<file path="config.mk">
export PLATFORM = sky130hd
export DESIGN_NAME = idma_axi_lite_beat_sequencer_flat
export DESIGN_NICKNAME = d
export VERILOG_FILES = /design/src/rtl/idma_axi_lite_beat_sequencer_pkg.sv /design/src/rtl/idma_axi_lite_beat_sequencer_if.sv /design/src/rtl/idma_axi_lite_beat_sequencer.sv /design/src/flat_wrapper.sv
export SDC_FILE = /design/constraint.sdc
export NUM_CORES = 1
export LEC_CHECK = 0
export CORE_MARGIN = 2
export CORE_UTILIZATION = 30
export DETAILED_ROUTE_END_ITERATION = 6
export SYNTH_ARGS = -nofsm -noshare
export SYNTH_HDL_FRONTEND = slang
export SYNTH_SLANG_ARGS = --single-unit
</file>
<file path="constraint.sdc">
create_clock -name clk_i -period 7.42 [get_ports clk_i]
set_clock_uncertainty 0.1 [all_clocks]
set_input_delay 0.742 -clock clk_i [delete_from_list [all_inputs] [get_ports clk_i]]
set_output_delay 0.742 -clock clk_i [all_outputs]
set_load 0.005 [all_outputs]
</file>
<file path="src/rtl/idma_axi_lite_beat_sequencer_pkg.sv">
// Shared types for the AXI-Lite beat sequencer: transfer request, AX/datapath
// request and response structs, and the controller state encoding.
package idma_pkg;

  localparam int unsigned PkgDataWidth = 32;
  localparam int unsigned PkgAddrWidth = 32;
  localparam int unsigned PkgLenWidth  = 32;
  localparam int unsigned PkgStrbWidth = PkgDataWidth / 8;
  localparam int unsigned PkgOffWidth  = $clog2(PkgStrbWidth);

  typedef logic [PkgAddrWidth-1:0] addr_t;
  typedef logic [PkgLenWidth-1:0]  len_t;
  typedef logic [PkgOffWidth-1:0]  off_t;

  typedef struct packed {
    addr_t src_addr;
    addr_t dst_addr;
    len_t  length;
  } req_t;

  typedef struct packed {
    addr_t      addr;
    logic [2:0] prot;
  } ax_req_t;

  typedef struct packed {
    off_t offset;
    off_t tailer;
    off_t shift;
  } r_dp_req_t;

  typedef struct packed {
    off_t offset;
    off_t tailer;
  } w_dp_req_t;

  typedef struct packed {
    logic [1:0] resp;
  } dp_rsp_t;

  typedef enum logic [1:0] {
    IDLE = 2'd0,
    BUSY = 2'd1,
    DONE = 2'd2
  } state_e;

endpackage

</file>
<file path="src/rtl/idma_axi_lite_beat_sequencer_if.sv">
// Bundles the transfer, AR/AW meta, datapath request and datapath response
// handshakes of the beat sequencer; slave is the sequencer side.
interface idma_axi_lite_beat_sequencer_if;
  import idma_pkg::*;

  req_t      req_i;
  logic      req_valid_i;
  logic      req_ready_o;
  logic      rsp_error_o;
  logic      rsp_valid_o;
  logic      rsp_ready_i;
  ax_req_t   ar_req_o;
  logic      ar_valid_o;
  logic      ar_ready_i;
  ax_req_t   aw_req_o;
  logic      aw_valid_o;
  logic      aw_ready_i;
  r_dp_req_t r_dp_req_o;
  logic      r_dp_valid_o;
  logic      r_dp_ready_i;
  w_dp_req_t w_dp_req_o;
  logic      w_dp_valid_o;
  logic      w_dp_ready_i;
  dp_rsp_t   r_dp_rsp_i;
  logic      r_dp_rsp_valid_i;
  logic      r_dp_rsp_ready_o;
  dp_rsp_t   w_dp_rsp_i;
  logic      w_dp_rsp_valid_i;
  logic      w_dp_rsp_ready_o;

  modport slave (
    input  req_i, req_valid_i, rsp_ready_i, ar_ready_i, aw_ready_i,
           r_dp_ready_i, w_dp_ready_i, r_dp_rsp_i, r_dp_rsp_valid_i,
           w_dp_rsp_i, w_dp_rsp_valid_i,
    output req_ready_o, rsp_error_o, rsp_valid_o, ar_req_o, ar_valid_o,
           aw_req_o, aw_valid_o, r_dp_req_o, r_dp_valid_o, w_dp_req_o,
           w_dp_valid_o, r_dp_rsp_ready_o, w_dp_rsp_ready_o
  );

  modport master (
    output req_i, req_valid_i, rsp_ready_i, ar_ready_i, aw_ready_i,
           r_dp_ready_i, w_dp_ready_i, r_dp_rsp_i, r_dp_rsp_valid_i,
           w_dp_rsp_i, w_dp_rsp_valid_i,
    input  req_ready_o, rsp_error_o, rsp_valid_o, ar_req_o, ar_valid_o,
           aw_req_o, aw_valid_o, r_dp_req_o, r_dp_valid_o, w_dp_req_o,
           w_dp_valid_o, r_dp_rsp_ready_o, w_dp_rsp_ready_o
  );

endinterface

</file>
<file path="src/rtl/idma_axi_lite_beat_sequencer.sv">
// Splits a 1D transfer into AXI-Lite AR/AW beats and datapath requests; first beat one cycle
// after accept, each stream held until its ready, AR/AW throttled by outstanding responses.
module idma_axi_lite_beat_sequencer
  import idma_pkg::*;
#(
  parameter int unsigned DataWidth      = PkgDataWidth,
  parameter int unsigned AddrWidth      = PkgAddrWidth,
  parameter int unsigned LenWidth       = PkgLenWidth,
  parameter int unsigned NumOutstanding = 2
) (
  input  logic clk_i,
  input  logic rst_i,
  output logic busy_o,
  idma_axi_lite_beat_sequencer_if.slave bus
);

  localparam int unsigned StrbWidth = DataWidth / 8;
  localparam int unsigned OffWidth  = $clog2(StrbWidth);
  localparam int unsigned CntWidth  = LenWidth + 1;
  localparam int unsigned OutWidth  = 4;

  typedef logic [CntWidth-1:0] cnt_t;
  typedef logic [OutWidth-1:0] out_t;

  state_e               state_q, state_d;
  logic [AddrWidth-1:0] src_base_q, dst_base_q;
  off_t                 src_off_q, dst_off_q, r_tail_q, w_tail_q, shift_q;
  cnt_t                 nr_q, nw_q;
  cnt_t                 ar_cnt_q, aw_cnt_q, rdp_cnt_q, wdp_cnt_q, r_rsp_cnt_q, w_rsp_cnt_q;
  out_t                 ar_out_q, aw_out_q;
  logic                 err_q;

  logic req_hs, ar_hs, aw_hs, rdp_hs, wdp_hs, r_rsp_hs, w_rsp_hs;
  off_t src_off, dst_off;
  cnt_t r_span, w_span;

  // Beat counts use one extra bit so offset+length cannot wrap.
  assign src_off = bus.req_i.src_addr[OffWidth-1:0];
  assign dst_off = bus.req_i.dst_addr[OffWidth-1:0];
  assign r_span  = cnt_t'(src_off) + cnt_t'(bus.req_i.length);
  assign w_span  = cnt_t'(dst_off) + cnt_t'(bus.req_i.length);

  assign bus.req_ready_o      = (state_q == IDLE);
  assign bus.rsp_valid_o      = (state_q == DONE);
  assign bus.rsp_error_o      = err_q;
  assign bus.r_dp_rsp_ready_o = (state_q == BUSY);
  assign bus.w_dp_rsp_ready_o = (state_q == BUSY);
  assign busy_o               = (state_q != IDLE);

  assign bus.ar_valid_o   = (state_q == BUSY) && (ar_cnt_q < nr_q) && (ar_out_q != out_t'(NumOutstanding));
  assign bus.aw_valid_o   = (state_q == BUSY) && (aw_cnt_q < nw_q) && (aw_out_q != out_t'(NumOutstanding));
  assign bus.r_dp_valid_o = (state_q == BUSY) && (rdp_cnt_q < nr_q);
  assign bus.w_dp_valid_o = (state_q == BUSY) && (wdp_cnt_q < nw_q);

  assign bus.ar_req_o.addr = src_base_q + AddrWidth'(ar_cnt_q << OffWidth);
  assign bus.ar_req_o.prot = 3'b000;
  assign bus.aw_req_o.addr = dst_base_q + AddrWidth'(aw_cnt_q << OffWidth);
  assign bus.aw_req_o.prot = 3'b000;

  assign bus.r_dp_req_o.offset = (rdp_cnt_q == '0) ? src_off_q : '0;
  assign bus.r_dp_req_o.tailer = (rdp_cnt_q == nr_q - cnt_t'(1)) ? r_tail_q : '0;
  assign bus.r_dp_req_o.shift  = shift_q;
  assign bus.w_dp_req_o.offset = (wdp_cnt_q == '0) ? dst_off_q : '0;
  assign bus.w_dp_req_o.tailer = (wdp_cnt_q == nw_q - cnt_t'(1)) ? w_tail_q : '0;

  assign req_hs   = bus.req_valid_i && bus.req_ready_o;
  assign ar_hs    = bus.ar_valid_o && bus.ar_ready_i;
  assign aw_hs    = bus.aw_valid_o && bus.aw_ready_i;
  assign rdp_hs   = bus.r_dp_valid_o && bus.r_dp_ready_i;
  assign wdp_hs   = bus.w_dp_valid_o && bus.w_dp_ready_i;
  assign r_rsp_hs = bus.r_dp_rsp_valid_i && bus.r_dp_rsp_ready_o;
  assign w_rsp_hs = bus.w_dp_rsp_valid_i && bus.w_dp_rsp_ready_o;

  always_comb begin
    state_d = state_q;
    case (state_q)
      IDLE: if (req_hs) state_d = (bus.req_i.length == '0) ? DONE : BUSY;
      BUSY: if ((r_rsp_cnt_q + cnt_t'(r_rsp_hs) == nr_q) &&
                (w_rsp_cnt_q + cnt_t'(w_rsp_hs) == nw_q)) state_d = DONE;
      DONE: if (bus.rsp_ready_i) state_d = IDLE;
      default: state_d = IDLE;
    endcase
  end

  always_ff @(posedge clk_i) begin
    if (rst_i) begin
      state_q     <= IDLE;
      src_base_q  <= '0;
      dst_base_q  <= '0;
      src_off_q   <= '0;
      dst_off_q   <= '0;
      r_tail_q    <= '0;
      w_tail_q    <= '0;
      shift_q     <= '0;
      nr_q        <= '0;
      nw_q        <= '0;
      ar_cnt_q    <= '0;
      aw_cnt_q    <= '0;
      rdp_cnt_q   <= '0;
      wdp_cnt_q   <= '0;
      r_rsp_cnt_q <= '0;
      w_rsp_cnt_q <= '0;
      ar_out_q    <= '0;
      aw_out_q    <= '0;
      err_q       <= 1'b0;
    end else begin
      state_q <= state_d;
      if (req_hs) begin
        src_base_q  <= {bus.req_i.src_addr[AddrWidth-1:OffWidth], OffWidth'(0)};
        dst_base_q  <= {bus.req_i.dst_addr[AddrWidth-1:OffWidth], OffWidth'(0)};
        src_off_q   <= src_off;
        dst_off_q   <= dst_off;
        r_tail_q    <= r_span[OffWidth-1:0];
        w_tail_q    <= w_span[OffWidth-1:0];
        shift_q     <= src_off - dst_off;
        nr_q        <= (r_span + cnt_t'(StrbWidth - 1)) >> OffWidth;
        nw_q        <= (w_span + cnt_t'(StrbWidth - 1)) >> OffWidth;
        ar_cnt_q    <= '0;
        aw_cnt_q    <= '0;
        rdp_cnt_q   <= '0;
        wdp_cnt_q   <= '0;
        r_rsp_cnt_q <= '0;
        w_rsp_cnt_q <= '0;
        err_q       <= 1'b0;
      end else begin
        if (ar_hs)    ar_cnt_q    <= ar_cnt_q + cnt_t'(1);
        if (aw_hs)    aw_cnt_q    <= aw_cnt_q + cnt_t'(1);
        if (rdp_hs)   rdp_cnt_q   <= rdp_cnt_q + cnt_t'(1);
        if (wdp_hs)   wdp_cnt_q   <= wdp_cnt_q + cnt_t'(1);
        if (r_rsp_hs) r_rsp_cnt_q <= r_rsp_cnt_q + cnt_t'(1);
        if (w_rsp_hs) w_rsp_cnt_q <= w_rsp_cnt_q + cnt_t'(1);
        if ((r_rsp_hs && bus.r_dp_rsp_i.resp != 2'b00) ||
            (w_rsp_hs && bus.w_dp_rsp_i.resp != 2'b00)) err_q <= 1'b1;
      end
      if (ar_hs && !r_rsp_hs)      ar_out_q <= ar_out_q + out_t'(1);
      else if (!ar_hs && r_rsp_hs) ar_out_q <= ar_out_q - out_t'(1);
      if (aw_hs && !w_rsp_hs)      aw_out_q <= aw_out_q + out_t'(1);
      else if (!aw_hs && w_rsp_hs) aw_out_q <= aw_out_q - out_t'(1);
    end
  end

endmodule

</file>
<file path="src/flat_wrapper.sv">
// flat-port wrapper written by rule: the top's interface ports become plain ports
module idma_axi_lite_beat_sequencer_flat import idma_pkg::*;
#(
  parameter int unsigned DataWidth      = PkgDataWidth,
  parameter int unsigned AddrWidth      = PkgAddrWidth,
  parameter int unsigned LenWidth       = PkgLenWidth,
  parameter int unsigned NumOutstanding = 2
)
  (clk_i, rst_i, busy_o, bus_req_i, bus_req_valid_i, bus_rsp_ready_i, bus_ar_ready_i, bus_aw_ready_i, bus_r_dp_ready_i, bus_w_dp_ready_i, bus_r_dp_rsp_i, bus_r_dp_rsp_valid_i, bus_w_dp_rsp_i, bus_w_dp_rsp_valid_i, bus_req_ready_o, bus_rsp_error_o, bus_rsp_valid_o, bus_ar_req_o, bus_ar_valid_o, bus_aw_req_o, bus_aw_valid_o, bus_r_dp_req_o, bus_r_dp_valid_o, bus_w_dp_req_o, bus_w_dp_valid_o, bus_r_dp_rsp_ready_o, bus_w_dp_rsp_ready_o);
  idma_axi_lite_beat_sequencer_if bus_i ();
  input  logic clk_i;
  input  logic rst_i;
  output logic busy_o;
  input wire logic [$bits(bus_i.req_i)-1:0] bus_req_i;
  input wire logic [$bits(bus_i.req_valid_i)-1:0] bus_req_valid_i;
  input wire logic [$bits(bus_i.rsp_ready_i)-1:0] bus_rsp_ready_i;
  input wire logic [$bits(bus_i.ar_ready_i)-1:0] bus_ar_ready_i;
  input wire logic [$bits(bus_i.aw_ready_i)-1:0] bus_aw_ready_i;
  input wire logic [$bits(bus_i.r_dp_ready_i)-1:0] bus_r_dp_ready_i;
  input wire logic [$bits(bus_i.w_dp_ready_i)-1:0] bus_w_dp_ready_i;
  input wire logic [$bits(bus_i.r_dp_rsp_i)-1:0] bus_r_dp_rsp_i;
  input wire logic [$bits(bus_i.r_dp_rsp_valid_i)-1:0] bus_r_dp_rsp_valid_i;
  input wire logic [$bits(bus_i.w_dp_rsp_i)-1:0] bus_w_dp_rsp_i;
  input wire logic [$bits(bus_i.w_dp_rsp_valid_i)-1:0] bus_w_dp_rsp_valid_i;
  output wire logic [$bits(bus_i.req_ready_o)-1:0] bus_req_ready_o;
  output wire logic [$bits(bus_i.rsp_error_o)-1:0] bus_rsp_error_o;
  output wire logic [$bits(bus_i.rsp_valid_o)-1:0] bus_rsp_valid_o;
  output wire logic [$bits(bus_i.ar_req_o)-1:0] bus_ar_req_o;
  output wire logic [$bits(bus_i.ar_valid_o)-1:0] bus_ar_valid_o;
  output wire logic [$bits(bus_i.aw_req_o)-1:0] bus_aw_req_o;
  output wire logic [$bits(bus_i.aw_valid_o)-1:0] bus_aw_valid_o;
  output wire logic [$bits(bus_i.r_dp_req_o)-1:0] bus_r_dp_req_o;
  output wire logic [$bits(bus_i.r_dp_valid_o)-1:0] bus_r_dp_valid_o;
  output wire logic [$bits(bus_i.w_dp_req_o)-1:0] bus_w_dp_req_o;
  output wire logic [$bits(bus_i.w_dp_valid_o)-1:0] bus_w_dp_valid_o;
  output wire logic [$bits(bus_i.r_dp_rsp_ready_o)-1:0] bus_r_dp_rsp_ready_o;
  output wire logic [$bits(bus_i.w_dp_rsp_ready_o)-1:0] bus_w_dp_rsp_ready_o;
  assign bus_i.req_i = bus_req_i;
  assign bus_i.req_valid_i = bus_req_valid_i;
  assign bus_i.rsp_ready_i = bus_rsp_ready_i;
  assign bus_i.ar_ready_i = bus_ar_ready_i;
  assign bus_i.aw_ready_i = bus_aw_ready_i;
  assign bus_i.r_dp_ready_i = bus_r_dp_ready_i;
  assign bus_i.w_dp_ready_i = bus_w_dp_ready_i;
  assign bus_i.r_dp_rsp_i = bus_r_dp_rsp_i;
  assign bus_i.r_dp_rsp_valid_i = bus_r_dp_rsp_valid_i;
  assign bus_i.w_dp_rsp_i = bus_w_dp_rsp_i;
  assign bus_i.w_dp_rsp_valid_i = bus_w_dp_rsp_valid_i;
  assign bus_req_ready_o = bus_i.req_ready_o;
  assign bus_rsp_error_o = bus_i.rsp_error_o;
  assign bus_rsp_valid_o = bus_i.rsp_valid_o;
  assign bus_ar_req_o = bus_i.ar_req_o;
  assign bus_ar_valid_o = bus_i.ar_valid_o;
  assign bus_aw_req_o = bus_i.aw_req_o;
  assign bus_aw_valid_o = bus_i.aw_valid_o;
  assign bus_r_dp_req_o = bus_i.r_dp_req_o;
  assign bus_r_dp_valid_o = bus_i.r_dp_valid_o;
  assign bus_w_dp_req_o = bus_i.w_dp_req_o;
  assign bus_w_dp_valid_o = bus_i.w_dp_valid_o;
  assign bus_r_dp_rsp_ready_o = bus_i.r_dp_rsp_ready_o;
  assign bus_w_dp_rsp_ready_o = bus_i.w_dp_rsp_ready_o;
  idma_axi_lite_beat_sequencer #(.DataWidth(DataWidth), .AddrWidth(AddrWidth), .LenWidth(LenWidth), .NumOutstanding(NumOutstanding)) u_core (.clk_i(clk_i), .rst_i(rst_i), .busy_o(busy_o), .bus(bus_i));
endmodule
</file>
==> results.json <==
{
  "cp_slowest_stage_delay_ns": 0.65,
  "wirelength_um": 93700,
  "pwr-share-clk": 0.418,
  "synth-seq-cells": 341,
  "portBuffers": 189,
  "max_freq_ghz": 0.160,
  "r2r_start": "u_core.state_q[0]",
  "final_cell_mix": "nand2_1, dfxtp_1, nor2_1",
  "grt_pass1_vias": 24400,
  "ios": 200,
  "r2r_end": "u_core.state_q[0]",
  "dp_hpwl_um": 71200,
  "critPathKind": "reg -> out",
  "pwr-share-seq": 0.376,
  "grt_remaining_overflow": 0,
  "rrSetupSlack_ns": 2.50,
  "p_leak_uw": 0.0117,
  "area.growth.synth_to_final_pct": 15.4,
  "vias_per_cell": 5.53,
  "grt_pass1_wl_um": 146000,
  "route.detailed.wl_per_inst_um": 19.3,
  "antenna_found_initial": 18,
  "floorplan.initialDensity": 0.302,
  "fin_setup_tns_ns": 0,
  "netlist_area_mm2": 0.0272,
  "crit_start": "u_core.nr_q[1]",
  "cts_buffers": 45,
  "ant_nets": 0,
  "drc": 0,
  "cts_hold_buf": 0,
  "critical_path_arrival_ns": 5.42,
  "gp_congestion": 0.936,
  "cts_sinks": 341,
  "outcome": "complete, no violations",
  "rsz0062_at_grt": "false",
  "cpMostUsedCell": "a2111oi_0",
  "grt_max_degree": 82,
  "postCtsSetupBuffers": 0,
  "maxCapViolations": 0,
  "relSlewSlack": 0.242,
  "synth_edf_count": 0,
  "dr.pass1.iters": 6,
  "worstSetupEndpointType": "output pin",
  "die_h_um": 305,
  "cts_root_buf": "clkbuf_16",
  "setup_viol": 0,
  "syn_area_per_cell_um2": 7.60,
  "p_sw_frac": 0.315,
  "final_nets": 3953,
  "async_flop_share": 0,
  "crit_path_max_fanout": 9,
  "combPwrFrac": 0.206,
  "ys_seq_area_frac": 0.251,
  "dieArea_mm2": 0.0932,
  "die_w_um": 305,
  "critPathSlowestCell": "or4b_1",
  "post-route-period-util": 0.844,
  "cts_tree": "built",
  "final-hold-violation-count": 0,
  "final_cell_area_mm2": 0.0314,
  "place_area_mm2": 0.0300,
  "htree_levels": 2,
  "row_count": 110,
  "critPathLaunchType": "flop",
  "core_mm2": 0.0900,
  "syn_inst": 3582,
  "internal_power_uw": 3650,
  "clk_pin_slew_ns": 0.06,
  "drtIter0Drc": 2449,
  "clk_latency_ns": 0.61,
  "final_common_cell": "nand2_1",
  "fin_crit_ns": 6.26,
  "crit_required_ns": 6.58,
  "yosysWarnings": 0,
  "synth_cell_types": 88,
  "max_slew.worst_pin.slew_ns": 1.13,
  "fillers": 9507,
  "timing.hold.ws_ns": 0.352,
  "grt_util_all_layers": 0.195,
  "p_per_area_mw_per_mm2": 170,
  "rr_worst_depth": 13,
  "drv_slew": 0,
  "crit_chain": "inv_1 > ha_1 > or4b_1 > nor4_4 > nand3_1 > or4_1 > a2111oi_0 > nand4_1 > a2111oi_0 > o2111ai_1 > nor2_1 > clkdlybuf4s50_1",
  "num_vias": 26800,
  "clockBufferDepth": 3,
  "max-vdd-ir-drop_mv": 0.166,
  "ctsResizeCount": 0,
  "ys.flop_type": "dfxtp_1",
  "critPathCapture": "bus_r_dp_req_o[3]",
  "p_switching_uw": 1680,
  "worst_hold_path_type": "reg -> reg",
  "drive_gt1_frac": 0.0398
}
-- worst max-delay path, delay by kind of cell (launching register included) --
kind | cells | cell delay, ns
compound gates | 3 | 1.56
fa+ha+maj | 1 | 0.22
buf+inv | 2 | 0.69
flops | 1 | 0.33
simple gates | 6 | 2.04
-- synthesized netlist by cell type, types with 15 or more instances --
cell type / count / share of area
nand2_1: 411 / 0.057
dfxtp_1: 341 / 0.25
nor2_1: 296 / 0.041
a21oi_1: 232 / 0.043
xnor2_1: 219 / 0.070
ha_1: 205 / 0.094
clkbuf_1: 185 / 0.026
xor2_1: 164 / 0.053
nand3_1: 149 / 0.027
inv_1: 133 / 0.018
nand4_1: 129 / 0.030
o21ai_0: 116 / 0.021
nor3_1: 101 / 0.019
or3_1: 98 / 0.023
nor4_1: 73 / 0.017
and3_1: 61 / 0.014
a21o_1: 57 / 0.016
o211ai_1: 45 / 0.012
mux2i_1: 43 / 0.016
or4_1: 38 / 0.010
o311ai_0: 33 / 0.011
o41ai_1: 30 / 0.0097
and2_1: 29 / 0.0067
and4_1: 28 / 0.0090
o31ai_1: 26 / 0.0072
a31oi_1: 23 / 0.0053
a211oi_1: 22 / 0.0061
nor2b_1: 22 / 0.0051
or2_2: 20 / 0.0046
nand2b_1: 19 / 0.0044
buf_4: 15 / 0.0041
-- cell type report --
cell class,count,area [µm²],area share
inverter,133,499,0.0159
antenna,3,7.51,0.000239
sequential,341,6830,0.217
tap,1176,1470,0.0468
clock inverter,17,224,0.00713
clock buffer,62,1240,0.0395
timing repair buffer,211,2060,0.0655
multi-input combinational,2900,19100,0.608
-- power groups by stage --
| stage | Sequential (µW) | Combinational, µW | Clock (µW) |
|---|---|---|---|
| after floorplan | 1980 | 747 | 0 |
| after global placement | 2040 | 1080 | 0 |
| after detailed placement | 2040 | 1090 | 0 |
| after CTS | 2000 | 1090 | 2270 |
| after global routing | 2010 | 1210 | 2350 |
| final | 2010 | 1100 | 2230 |
-- through the flow --
step / instances / power (µW) / setup WS, ns / utilization
detailed placement: 4761 / 3130 / 1.82 / 0.333
floorplan: 3591 / 2720 / 3.24 / -
finish: 4843 / 5340 / 1.16 / 0.349
global route: 4841 / 5570 / 0.708 / 0.349
CTS: 4840 / 5370 / 1.16 / 0.349
global placement: 4761 / 3120 / 1.85 / 0.333
-- state kept, by name, summed over array words and instances, names as in the netlist, 4 cells and up --
signal / cells
u_core.ar_cnt_q: 33
u_core.aw_cnt_q: 33
u_core.r_rsp_cnt_q: 33
u_core.rdp_cnt_q: 33
u_core.w_rsp_cnt_q: 33
u_core.wdp_cnt_q: 33
u_core.nr_q: 31
u_core.nw_q: 31
u_core.dst_base_q: 30
u_core.src_base_q: 30
u_core.ar_out_q: 4
u_core.aw_out_q: 4
-- metal layers --
metal  vias up  GRT usage  routed length (µm)
li1      13100          -                   -
met2       834      0.285               38400
met3       129     0.0376                7250
met4        14     0.0472                2080
met1     12700      0.292               45900
met5         -          0                  82
-- how the worst min path moves through the flow --
| stage | cells after the start | start | endpoint | slack [ns] |
|---|---|---|---|---|
| final | 2 | u_core.src_off_q[0] | u_core.src_off_q[0] | 0.35 |
| after global routing | 2 | u_core.src_base_q[18] | u_core.src_base_q[18] | 0.37 |
| after CTS | 2 | u_core.src_off_q[1] | u_core.src_off_q[1] | 0.35 |
| after detailed placement | 2 | u_core.src_off_q[0] | u_core.src_off_q[0] | 0.35 |
| after global placement | 2 | u_core.dst_off_q[1] | u_core.dst_off_q[1] | 0.34 |
| after floorplan | 2 | u_core.dst_off_q[0] | u_core.dst_off_q[0] | 0.33 |
-- cells by family after synthesis --
family / after synthesis / synth area share
muxes: 45 / 0.0166
AOI/OAI and AO/OA: 711 / 0.171
buffers and inverters: 350 / 0.0512
other: 1 / 0.000138
adders and majority gates: 211 / 0.0986
xor gates and xnor gates: 383 / 0.123
and+or+nand+nor: 1540 / 0.289
DFF: 341 / 0.251
(Power assumes the default switching activity.)
